## src/rtl/rv_pkg.sv

```systemverilog
// Shared RV32I pipeline definitions: widths, ResultSrc encodings and the
// decode control bundle carried from D into E.
package rv_pkg;

    localparam int XLEN       = 32;
    localparam int REG_ADDR_W = 5;
    localparam int ALU_CTRL_W = 3;

    localparam logic [1:0] RES_ALU = 2'b00;
    localparam logic [1:0] RES_MEM = 2'b01;
    localparam logic [1:0] RES_PC4 = 2'b10;

    typedef struct packed {
        logic                  reg_write;
        logic                  mem_write;
        logic                  branch;
        logic                  jump;
        logic                  alu_src;
        logic [1:0]            result_src;
        logic [ALU_CTRL_W-1:0] alu_control;
    } ctrl_t;

    localparam ctrl_t NOP_CTRL = '0;

endpackage

```

## src/rtl/hazard_detect_unit.sv

```systemverilog
// Load-use hazard detection: the instruction in E is a load whose destination
// is read by the instruction in D, so D must wait one cycle.
module hazard_detect_unit
    import rv_pkg::*;
(
    input  logic [REG_ADDR_W-1:0] rs1,
    input  logic [REG_ADDR_W-1:0] rs2,
    input  logic [REG_ADDR_W-1:0] rd_e,
    input  logic [1:0]            result_src_e,
    output logic                  lw_stall
);

    assign lw_stall = (result_src_e == RES_MEM) && (rd_e != '0) &&
                      ((rd_e == rs1) || (rd_e == rs2));

endmodule

```

## src/rtl/id_ex_stage.sv

```systemverilog
// ID/EX pipeline register with write-back bypass, x0 forcing, load-use stall
// generation and a saturating count of inserted bubbles.
module id_ex_stage
    import rv_pkg::*;
#(
    parameter int XLEN         = rv_pkg::XLEN,
    parameter int BUBBLE_CNT_W = 16
) (
    input  logic                    clk,
    input  logic                    rst,
    input  logic [31:0]             InstrD,
    input  logic [XLEN-1:0]         PCD,
    input  logic [XLEN-1:0]         PCPlus4D,
    input  logic [XLEN-1:0]         RD1D,
    input  logic [XLEN-1:0]         RD2D,
    input  logic [XLEN-1:0]         ImmExtD,
    input  logic                    RegWriteD,
    input  logic                    MemWriteD,
    input  logic                    BranchD,
    input  logic                    JumpD,
    input  logic                    ALUSrcD,
    input  logic [1:0]              ResultSrcD,
    input  logic [ALU_CTRL_W-1:0]   ALUControlD,
    input  logic                    RegWriteW,
    input  logic [REG_ADDR_W-1:0]   RdW,
    input  logic [XLEN-1:0]         ResultW,
    input  logic                    FlushE,
    output logic [REG_ADDR_W-1:0]   A1,
    output logic [REG_ADDR_W-1:0]   A2,
    output logic                    StallF,
    output logic                    StallD,
    output logic                    RegWriteE,
    output logic                    MemWriteE,
    output logic                    BranchE,
    output logic                    JumpE,
    output logic                    ALUSrcE,
    output logic [1:0]              ResultSrcE,
    output logic [ALU_CTRL_W-1:0]   ALUControlE,
    output logic [XLEN-1:0]         RD1E,
    output logic [XLEN-1:0]         RD2E,
    output logic [XLEN-1:0]         ImmExtE,
    output logic [XLEN-1:0]         PCE,
    output logic [XLEN-1:0]         PCPlus4E,
    output logic [REG_ADDR_W-1:0]   Rs1E,
    output logic [REG_ADDR_W-1:0]   Rs2E,
    output logic [REG_ADDR_W-1:0]   RdE,
    output logic [BUBBLE_CNT_W-1:0] BubbleCount
);

    logic [REG_ADDR_W-1:0] rs1, rs2, rd;
    logic                  lw_stall;
    logic                  bubble;
    ctrl_t                 ctrl_d, ctrl_e;
    logic [XLEN-1:0]       rd1_fwd, rd2_fwd;
    logic                  unused_instr_bits;

    assign rs1 = InstrD[19:15];
    assign rs2 = InstrD[24:20];
    assign rd  = InstrD[11:7];
    assign A1  = rs1;
    assign A2  = rs2;

    // Opcode/funct fields are decoded upstream; only register fields matter here.
    assign unused_instr_bits = &{InstrD[31:25], InstrD[14:12], InstrD[6:0]};

    hazard_detect_unit u_hazard (
        .rs1          (rs1),
        .rs2          (rs2),
        .rd_e         (RdE),
        .result_src_e (ctrl_e.result_src),
        .lw_stall     (lw_stall)
    );

    assign StallF = lw_stall & rst;
    assign StallD = lw_stall & rst;
    assign bubble = FlushE | lw_stall;

    assign ctrl_d = '{reg_write:   RegWriteD,
                      mem_write:   MemWriteD,
                      branch:      BranchD,
                      jump:        JumpD,
                      alu_src:     ALUSrcD,
                      result_src:  ResultSrcD,
                      alu_control: ALUControlD};

    // The register file writes on the same edge, so a same-cycle read is stale;
    // x0 wins over the bypass.
    always_comb begin
        rd1_fwd = RD1D;
        rd2_fwd = RD2D;
        if (RegWriteW && RdW != '0 && RdW == rs1) rd1_fwd = ResultW;
        if (RegWriteW && RdW != '0 && RdW == rs2) rd2_fwd = ResultW;
        if (rs1 == '0) rd1_fwd = '0;
        if (rs2 == '0) rd2_fwd = '0;
    end

    always_ff @(posedge clk or negedge rst) begin
        if (!rst) begin
            ctrl_e   <= NOP_CTRL;
            RD1E     <= '0;
            RD2E     <= '0;
            ImmExtE  <= '0;
            PCE      <= '0;
            PCPlus4E <= '0;
            Rs1E     <= '0;
            Rs2E     <= '0;
            RdE      <= '0;
        end else if (bubble) begin
            ctrl_e   <= NOP_CTRL;
            RD1E     <= '0;
            RD2E     <= '0;
            ImmExtE  <= '0;
            PCE      <= '0;
            PCPlus4E <= '0;
            Rs1E     <= '0;
            Rs2E     <= '0;
            RdE      <= '0;
        end else begin
            ctrl_e   <= ctrl_d;
            RD1E     <= rd1_fwd;
            RD2E     <= rd2_fwd;
            ImmExtE  <= ImmExtD;
            PCE      <= PCD;
            PCPlus4E <= PCPlus4D;
            Rs1E     <= rs1;
            Rs2E     <= rs2;
            RdE      <= rd;
        end
    end

    always_ff @(posedge clk or negedge rst) begin
        if (!rst)
            BubbleCount <= '0;
        else if (bubble && BubbleCount != '1)
            BubbleCount <= BubbleCount + 1'b1;
    end

    assign RegWriteE   = ctrl_e.reg_write;
    assign MemWriteE   = ctrl_e.mem_write;
    assign BranchE     = ctrl_e.branch;
    assign JumpE       = ctrl_e.jump;
    assign ALUSrcE     = ctrl_e.alu_src;
    assign ResultSrcE  = ctrl_e.result_src;
    assign ALUControlE = ctrl_e.alu_control;

endmodule

```

## config.mk

```make
export PLATFORM = sky130hd
export DESIGN_NAME = id_ex_stage
export DESIGN_NICKNAME = d
export VERILOG_FILES = /design/src/rtl/rv_pkg.sv /design/src/rtl/hazard_detect_unit.sv /design/src/rtl/id_ex_stage.sv
export SDC_FILE = /design/constraint.sdc
export NUM_CORES = 1
export LEC_CHECK = 0
export ABC_AREA = 1
export CAP_MARGIN = 20
export CORE_AREA = 4 4 174 176
export DETAILED_ROUTE_END_ITERATION = 8
export DIE_AREA = 0 0 178 180
export PLACE_DENSITY = 0.71
export SLEW_MARGIN = 25
export SYNTH_ARGS = -nofsm -noshare
export SYNTH_HDL_FRONTEND = slang
export SYNTH_SLANG_ARGS = --single-unit
```

## constraint.sdc

```tcl
create_clock -name clk -period 1.7 [get_ports clk]
set_input_delay 0.425 -clock clk [delete_from_list [all_inputs] [get_ports clk]]
set_output_delay 0.425 -clock clk [all_outputs]
set_load 0.005 [all_outputs]
```

=== Word-level counts from Yosys, hierarchy flattened ===
Cells that the tools add are included.

* Register bits after elaboration: 201
* Bits in latches: 0
* Memory bits (writable): 0
* Memory bits (read-only): 0
* Logic and storage cells: 49
* Memories kept: 0

* Add/subtract/negate cells: 1
* $mul: 0
* Div/mod/pow operators: 0
* $lt $le $gt $ge: 0
* Equal/unequal tests: 6
* Shift-type cells: 0
* Multiplexer cells: 13
* Bitwise logic cells: 2
* Reductions and logical operators: 11

{| class="wikitable"
|+ Operators with widths
! operator !! number
|-
| $mux W32 || 9
|-
| $eq A5 B5 Y1 || 4
|-
| $add A16 B1 Y16 const B || 1
|-
| $ne A16 B16 Y1 const B || 1
|-
| $mux W5 || 3
|-
| $logic_not A5 Y1 || 2
|-
| $mux W10 || 1
|-
| $reduce_bool A5 Y1 || 2
|-
| $logic_and A1 B1 Y1 || 6
|-
| $eq A2 B1 Y1 const B || 1
|-
| $and A1 B1 Y1 || 1
|-
| $logic_or A1 B1 Y1 || 1
|-
| $or A1 B1 Y1 || 1
|}

=== Depth between registers and ports, before layout ===
Gate-level depths: netlist (run 1).

* Word-level depth: 6
* Depth in mapped cells: 12

=== Cells and area by module ===
Synthesis (run 1) repeated with hierarchy kept, for this count alone.

* Cell total of the unflattened synthesis: 993
* Area total of the unflattened synthesis: 8,494.4 um^2

{| class="wikitable"
|+ By module, submodules not included
! module !! times used !! cells an instance !! area an instance (um^2) !! sequential area each (um^2)
|-
| id_ex_stage || 1 || 948 || 8,289.2 || 5,029.8
|-
| hazard_detect_unit || 1 || 45 || 205.2 || 0.0
|}

=== Worst setup path before layout (run 1) ===
Ideal clock, no wire load.

* Path type: input to output
* Start: input InstrD[21]
* End: output StallF
* Arrival time: 1.114 ns
* Data required time: 1.275 ns
* Slack: 0.161 ns
* Stages on the path: 9
* Buffers on the path: 1
* Path through: inv_1 > nand2_1 > nand2_1 > nor2_1 > nand3_1 > nand2_1 > nand2_2 > nor2_1 > buf_4

* Word-level cells in the longest chain between the ends: 4

{| class="wikitable"
|+ RTL lines
! item !! RTL line !! source
|-
| start, declared || id_ex_stage.sv:11 || <nowiki>input logic [31:0] InstrD,</nowiki>
|-
| $eq A5 B5 Y1 || hazard_detect_unit.sv:14 || <nowiki>((rd_e == rs1) || (rd_e == rs2));</nowiki>
|-
| $logic_or A1 B1 Y1 || hazard_detect_unit.sv:14 ||
|-
| $logic_and A1 B1 Y1 || hazard_detect_unit.sv:13 || <nowiki>assign lw_stall = (result_src_e == RES_MEM) && (rd_e != '0) &&</nowiki>
|-
| $and A1 B1 Y1 || n/a ||
|-
| end, declared || id_ex_stage.sv:30 || <nowiki>output logic StallF,</nowiki>
|}

Every way passes these cells.

=== Worst setup path after layout (run 1) ===
* Start: register RdE[1]
* End: output StallD

* Word-level cells in the longest chain between the ends: 4
* Elaborated cells between the ends (all ways): 7
* Those cells by class: 2 x eq/ne; 1 x bitwise; 4 x reduce/logical

{| class="wikitable"
|+ RTL lines
! item !! RTL line !! source
|-
| start, declared || id_ex_stage.sv:46 || <nowiki>output logic [REG_ADDR_W-1:0] RdE,</nowiki>
|-
| start signal, assigned || id_ex_stage.sv:127 || <nowiki>RdE <= rd;</nowiki>
|-
| $eq A5 B5 Y1 or $reduce_bool A5 Y1 (tied branches) || hazard_detect_unit.sv:14, hazard_detect_unit.sv:13 ||
|-
| $logic_or A1 B1 Y1 or $logic_and A1 B1 Y1 (tied branches) || hazard_detect_unit.sv:14, hazard_detect_unit.sv:13 ||
|-
| $logic_and A1 B1 Y1 (*) || hazard_detect_unit.sv:13 ||
|-
| $and A1 B1 Y1 (*) || id_ex_stage.sv:75 || <nowiki>assign StallD = lw_stall & rst;</nowiki>
|-
| end, declared || id_ex_stage.sv:31 || <nowiki>output logic StallD,</nowiki>
|}

Mark *: on every way between the ends. The rest lies on a longest branch, timed or not.

==> impl_metrics.py, run 1 <==
metrics = {
    "synthesis": {
        "ys_top_cells_by_count": "201 x dfrtp_1, 141 x nor2_1, 140 x inv_1",
        "ys.flop_type": "dfrtp_1",
        "synthMuxAreaShare_pct": 0,
        "synth_top_family_by_area": "simple AND/OR/NAND/NOR gates",
        "synth-seq-area-share_pct": 61.21,
        "yosysMostFrequentCell": "dfrtp_1",
        "ys_warn_count": 0,
        "yosys_register_bits": 201,
        "yosys.area.top_type": "dfrtp_1",
        "synth_top_area_share_pct": 61.21,
        "netlist_area_sq_um": 8218,
        "synth_fa_ha_area_share_pct": 0.1523,
        "synth_compound_area_share_pct": 4.019,
        "synth-async-reset-ratio_pct": 100.0,
        "yosysUniqueCellTypes": 20,
        "avgSynthCellArea_sq_um": 9.307,
        "synth-simple-area-share_pct": 20.87,
        "synthXorXnorAreaFrac_pct": 2.664,
        "syn-instance-count": 883,
        "synthTopCellsByArea": "dfrtp_1 61%, nor2_1 6.4%, inv_1 6.4%, nand2_1 6.0%, nand4_1 4.9%",
        "synth_nets": 1127,
        "synth_enable_flop_cells": 0,
    },
    "timing": {
        "slew_headroom_pct": 56.83,
        "tightest_slew_ps": 647.5,
        "maxSlewViolCount": 0,
        "max_freq_mhz": 470.3,
        "period_needed_ps": 2126,
        "hold_violations": 0,
        "fin_worst_skew_ps": 15.30,
        "timing.final.ws_setup_ps": -426.2,
        "hold_slack_ps": 4.464,
        "post-route-period-util_pct": 125.1,
        "rsz0062_at_grt": "true",
        "finalSetupViolCount": 198,
    },
    "detailed_routing": {
        "drc": 0,
        "viasPerCell": 4.473,
        "drt-total-wl_mm": 31.37,
        "drtIter0Drc": 486,
        "dr.pass1.iters": 5,
        "ant_nets": 0,
        "vias": 7975,
        "wl_per_cell_um": 17.59,
    },
    "clocking": {
        "cts.hold.buffers_added": 0,
        "path_clk_slew_ps": 60,
        "numCtsBuffers": 24,
        "htree_num_levels": 1,
        "cts_tree": "yes",
        "root_buffer": "clkbuf_16",
        "clock-sinks": 201,
        "clockBufferDepth": 3,
        "worstSkewPairLatency_ps": 510,
    },
    "die": {
        "fp.coreArea_sq_um": 28630,
        "num_rows": 62,
        "start_util_pct": 28.71,
        "dieArea_sq_um": 32040,
        "pin_count": 456,
        "die_w_um": 178,
        "die_h_um": 180,
    },
    "layout": {
        "drive_gt1_share_pct": 12.23,
        "postLayoutCoreUtil_pct": 50.52,
        "finalInstanceArea_sq_um": 14460,
        "nNetsFinal": 1624,
        "syn_to_final_growth_pct": 75.97,
    },
    "setup_path": {
        "crit_type": "register to output pin",
        "start_kind": "register",
        "required_ps": 1270,
        "worstPathArrival_ps": 1700,
        "worstSetupEndpointType": "output pin",
        "r2r_setup_slack_ps": -160,
        "cp_max_fo": 4,
    },
    "placement": {
        "placed_cell_area_sq_um": 13360,
        "port_buffers": 438,
        "gp_congestion": 0.8838,
        "dp_hpwl_mm": 22.52,
    },
    "grt": {
        "grt_pass1_wl_mm": 48.09,
        "grtUsageTotal_pct": 19.04,
        "overflow": 0,
        "antenna_found_initial": 1,
        "grt_max_degree": 106,
        "grt_pass1_vias": 8464,
    },
    "job": {
        "max-cap-violations": 0,
    },
    "outcome": {
        "status": "finished with violations",
        "violations": "negative setup slack",
    },
    "pwr": {
        "power.leakage_nw": 7.712,
        "vdd_drop_max_uv": 802.3,
        "power_density_nw_per_um2": 896.5,
    },
    "hold_path": {
        "worstHoldPathType": "input port to asynchronous set/reset pin",
    },
}
## repair_timing
item	CTS	global route
setup endpoints to repair	356	210
resized for setup	265	7
pin swaps	6	6
gates cloned	9	0
setup buffers	18	0
hold endpoints to repair	0	0
## flip-flops by register name, summed over array words and instances (netlist names)
signal       flops
ImmExtE         32
RdE              5
MemWriteE        1
RD2E            32
ALUSrcE          1
Rs2E             5
ALUControlE      3
PCE             32
Rs1E             5
ResultSrcE       2
RegWriteE        1
PCPlus4E        32
BubbleCount     16
JumpE            1
RD1E            32
BranchE          1
## kinds of logic after synthesis
family,Yosys count
adder cells (fa/ha/maj),1
flip-flops,201
XOR/XNOR,25
AND/OR/NAND/NOR,388
buffers and inverters,202
AO/OA/AOI/OAI,66
## critical path: stages (launching register included)
cell	delay (ps)
dfrtp_2	440
nand2_1	80
nand2_1	50
nor2_1	120
nand3_1	100
nand2_2	90
nand2_4	60
nor2_4	120
buf_2	130
## where the power goes
| part | total (mW) | switching [mW] | internal (mW) | leakage, nW |
|---|---|---|---|---|
| clock network | 5.48 | 2.00 | 3.47 | 0.417 |
| registers | 5.17 | 0.0917 | 5.08 | 2.60 |
| logic | 2.32 | 1.05 | 1.26 | 4.69 |
| total | 13.0 | 3.15 | 9.82 | 7.71 |
## worst paths after layout
path / startpoint / endpoint / depth (start not counted)
max: RdE[1] / StallD / 8
min: rst / RD2E[19] / 2
max reg2reg: RdE[4] / RD2E[22] / 10
min reg2reg: BubbleCount[15] / BubbleCount[15] / 2
max in group asynchronous: rst / BubbleCount[2] / 3
min in group clk: InstrD[16] / Rs1E[1] / 4
## routing by layer
metal / global-route usage, % / part of all wire [%]
met3: 5.588 / 10
met5: 0 / 0
met2: 33.26 / 49
met1: 22.20 / 37
met4: 6.467 / 3.9
## stage by stage
step	total power [mW]	worst slack (ps)	setup TNS, ps	std cells
after floorplan	5.946	160.7	0	883
after global placement	7.580	-1089	-108220	1711
after detailed placement	7.603	-1079	-108660	1711
after CTS	13.14	-504.1	-21540	1782
after global routing	13.57	-538.7	-41530	1783
final	12.96	-426.2	-15610	1783
## cells in the final DEF (no fill, tap or decap), types with 5 or more instances in the layout
| master | instances |
|---|---|
| clkdlybuf4s50_1 | 222 |
| dlygate4sd2_1 | 201 |
| dfrtp_1 | 196 |
| inv_1 | 139 |
| nor2_1 | 136 |
| nand2_1 | 131 |
| buf_4 | 69 |
| nand4_1 | 65 |
| a21oi_1 | 62 |
| nand3_1 | 32 |
| clkbuf_16 | 25 |
| xor2_1 | 19 |
| buf_12 | 10 |
| xnor2_1 | 6 |
| clkbuf_1 | 6 |
| bufbuf_16 | 6 |
| clkdlybuf4s15_2 | 6 |
| dfrtp_2 | 5 |
| nor2_2 | 5 |
| nor3_1 | 5 |
| clkbuf_8 | 5 |
| buf_6 | 5 |
## cell type report
cell class	instances	area (sq um)
Fill cell	2647	14160
Timing Repair Buffer	529	5169
Sequential cell	201	5036
Multi-Input combinational cell	481	2382
Clock buffer	35	703.2
Inverter	143	536.8
Tap cell	384	480.5
Clock inverter	9	151.4
Antenna cell	1	2.502
Note: power is estimated with default switching activity, not from simulation.
==> run 2: changes to the inputs <==
--- a/config.mk
+++ b/config.mk
@@ -7,10 +7,11 @@
 export LEC_CHECK = 0
 export ABC_AREA = 1
 export CAP_MARGIN = 20
-export CORE_AREA = 4 4 174 176
+export CORE_AREA = 8 8 173 175
+export CTS_CLUSTER_DIAMETER = 50
 export DETAILED_ROUTE_END_ITERATION = 8
-export DIE_AREA = 0 0 178 180
-export PLACE_DENSITY = 0.71
+export DIE_AREA = 0 0 181 183
+export PLACE_DENSITY = 0.75
 export SLEW_MARGIN = 25
 export SYNTH_ARGS = -nofsm -noshare
 export SYNTH_HDL_FRONTEND = slang
==> run 2 against run 1 <==
Net effect: the flow still finishes with violations (negative setup slack); setup slack better by 18 ps; clock power grew 11%; sequential power about the same; critical path depth rose by 1; die area is 3.4% higher; cell count is 1.8% lower; utilization up 2.6 points; first-iteration DRC count grew 12%; hold slack better by 360 ps; global-route usage grew 0.59 points; sequential cell count did not move; largest power group unchanged; largest cell class unchanged.
==> impl_metrics.py, run 2 (synthesized netlist as in run 1, its figures left out) <==
metrics = {
    "layout": {
        "syn_to_final_growth_pct": 76.58,
        "instances_no_fill": 1751,
        "finalInstanceArea_sq_um": 14510,
        "multi_input_area_sq_um": 2404,
        "layout_common_cells": "218 x clkdlybuf4s50_1, 202 x dlygate4sd2_1, 192 x dfrtp_1",
        "layout_commonest_cell": "clkdlybuf4s50_1",
        "drive_gt1_share_pct": 13.46,
        "fill_cells": 2496,
        "nNetsFinal": 1626,
        "seqCellArea_sq_um": 5041,
    },
    "outcome": {
        "violations": "negative setup slack",
        "status": "finished with violations",
    },
    "die": {
        "num_rows": 61,
        "pin_count": 456,
        "fp.coreArea_sq_um": 27320,
        "die_w_um": 181,
        "die_h_um": 183,
        "dieArea_sq_um": 33120,
        "start_util_pct": 30.08,
    },
    "detailed_routing": {
        "vias": 8046,
        "ant_nets": 0,
        "wl_per_cell_um": 19.30,
        "drt-total-wl_mm": 33.80,
        "drtIter0Drc": 546,
        "viasPerCell": 4.595,
        "dr.pass1.iters": 5,
        "drc": 0,
    },
    "pwr": {
        "power.switching_mw": 3.468,
        "power_density_nw_per_um2": 934.0,
        "switching_share_pct": 25.58,
        "power.leakage_nw": 7.704,
        "p_clk_share_pct": 44.8,
        "p_int_mw": 10.09,
        "combPwrFrac_pct": 16.9,
        "vdd_drop_max_uv": 727.7,
        "seqPwrFrac_pct": 38.3,
    },
    "job": {
        "max-cap-violations": 0,
    },
    "timing": {
        "tightest_slew_ps": 813.7,
        "rsz0062_at_grt": "true",
        "timing.final.ws_setup_ps": -408.6,
        "finalSetupViolCount": 192,
        "fin_worst_skew_ps": 15.08,
        "hold_violations": 0,
        "hold_slack_ps": 363.0,
        "max_freq_mhz": 474.3,
        "post-route-period-util_pct": 124.0,
        "maxSlewViolCount": 0,
        "period_needed_ps": 2109,
        "slew_headroom_pct": 45.75,
    },
    "clocking": {
        "path_clk_slew_ps": 60,
        "root_buffer": "clkbuf_16",
        "clockBufferDepth": 3,
        "cts_tree": "yes",
        "worstSkewPairLatency_ps": 530,
        "clock-sinks": 201,
        "htree_num_levels": 1,
        "numCtsBuffers": 29,
    },
    "grt": {
        "grt_pass1_wl_mm": 51.12,
        "grt_max_degree": 122,
        "antenna_found_initial": 2,
        "overflow": 0,
        "grtUsageTotal_pct": 19.62,
        "grt_pass1_vias": 8509,
    },
    "setup_path": {
        "cp_max_fo": 5,
        "worstPathArrival_ps": 1680,
        "worstSetupEndpointType": "output pin",
        "crit_top_cell": "nand2_1",
        "slowest_stage": "dfrtp_2",
        "crit_type": "register to output pin",
        "required_ps": 1270,
        "max_stage_delay_ps": 440,
        "start_kind": "register",
        "cp_cell_sequence": "inv_1 > nand2_1 > nand2_1 > nor2_2 > nand3_1 > nand2_1 > nand2_2 > nor2_2 > buf_2",
    },
    "placement": {
        "dp_hpwl_mm": 24.99,
        "pre_cts_ws_ps": -905.5,
        "port_buffers": 438,
        "placed_cell_area_sq_um": 13360,
        "gp_congestion": 0.8774,
        "post-place-cells": 1676,
    },
    "hold_path": {
        "worstHoldPathType": "input port to register",
    },
}
==> run 2: cell types whose count changed in the layout (fill, tap and decap cells not counted), moves of 4 or more <==
| cell | previous run | this run |
|---|---|---|
| buf_4 | 69 | 59 |
| buf_6 | 5 | 14 |
| clkbuf_16 | 25 | 29 |
| clkdlybuf4s50_1 | 222 | 218 |
| dfrtp_1 | 196 | 192 |
| dfrtp_2 | 5 | 9 |
| inv_6 | 1 | 5 |
==> run 2: timing repair <==
item,CTS,global route
hold buffers,1,0
endpoints found under the hold margin,14,0
pin swaps,7,3
setup buffers,17,0
gates resized for setup,292,11
cloned,5,0
setup endpoints to repair,414,279
==> run 2: metrics by stage <==
| step | power, mW | setup TNS, ps | util (%) |
|---|---|---|---|
| 4_1_cts | 13.72 | -19680 | 53.06 |
| 6_report | 13.55 | -13000 | 53.11 |
| 2_1_floorplan | 5.946 | 0 | - |
| 3_5_place_dp | 7.629 | -118070 | 48.90 |
| 5_1_grt | 14.16 | -31690 | 53.11 |
| 3_3_place_gp | 7.586 | -109880 | 48.90 |
==> run 2: power groups by stage <==
| stage | clock network [mW] | registers (mW) | logic [mW] |
|---|---|---|---|
| 3_5_place_dp | 0 | 5.33 | 2.30 |
| 3_3_place_gp | 0 | 5.32 | 2.27 |
| 2_1_floorplan | 0 | 5.34 | 0.605 |
| 4_1_cts | 6.21 | 5.19 | 2.31 |
| 5_1_grt | 6.46 | 5.22 | 2.48 |
| 6_report | 6.07 | 5.19 | 2.29 |
==> run 2: layer usage <==
metal / part of all wire (%) / GRT usage (%) / vias up
met5: 0.036 / 0 / -
met4: 3.2 / 6.756 / 2
met3: 8.5 / 5.936 / 71
met2: 50 / 34.53 / 385
met1: 38 / 22.50 / 3840
li1: - / - / 3748
==> run 2: final cells by class <==
| type | count | share of cell area, % |
|---|---|---|
| antenna | 1 | 0.01724 |
| clock buffer | 37 | 5.415 |
| clock inverter | 16 | 1.388 |
| inverter | 143 | 3.699 |
| multi-input combinational | 481 | 16.56 |
| sequential | 201 | 34.74 |
| tap | 346 | 2.983 |
| timing repair buffer | 526 | 35.20 |
==> run 2: path summary, 6_finish.rpt <==
kind / start / slack (ps) / endpoint / cells past startpoint
min in group asynchronous: rst / 430 / Rs1E[1] / 3
min reg2reg: BubbleCount[10] / 520 / BubbleCount[10] / 2
max in group asynchronous: rst / 230 / PCPlus4E[13] / 4
max: RdE[2] / -410 / StallD / 9
max reg2reg: RdE[4] / -190 / RD2E[0] / 10
min: InstrD[24] / 360 / Rs2E[4] / 4
==> run 2: critical path: cells and delay by family, from the launching register on <==
kind	cells	cell delay, ps
AND/OR/NAND/NOR	7	540
flip-flops	1	440
buffers and inverters	2	180
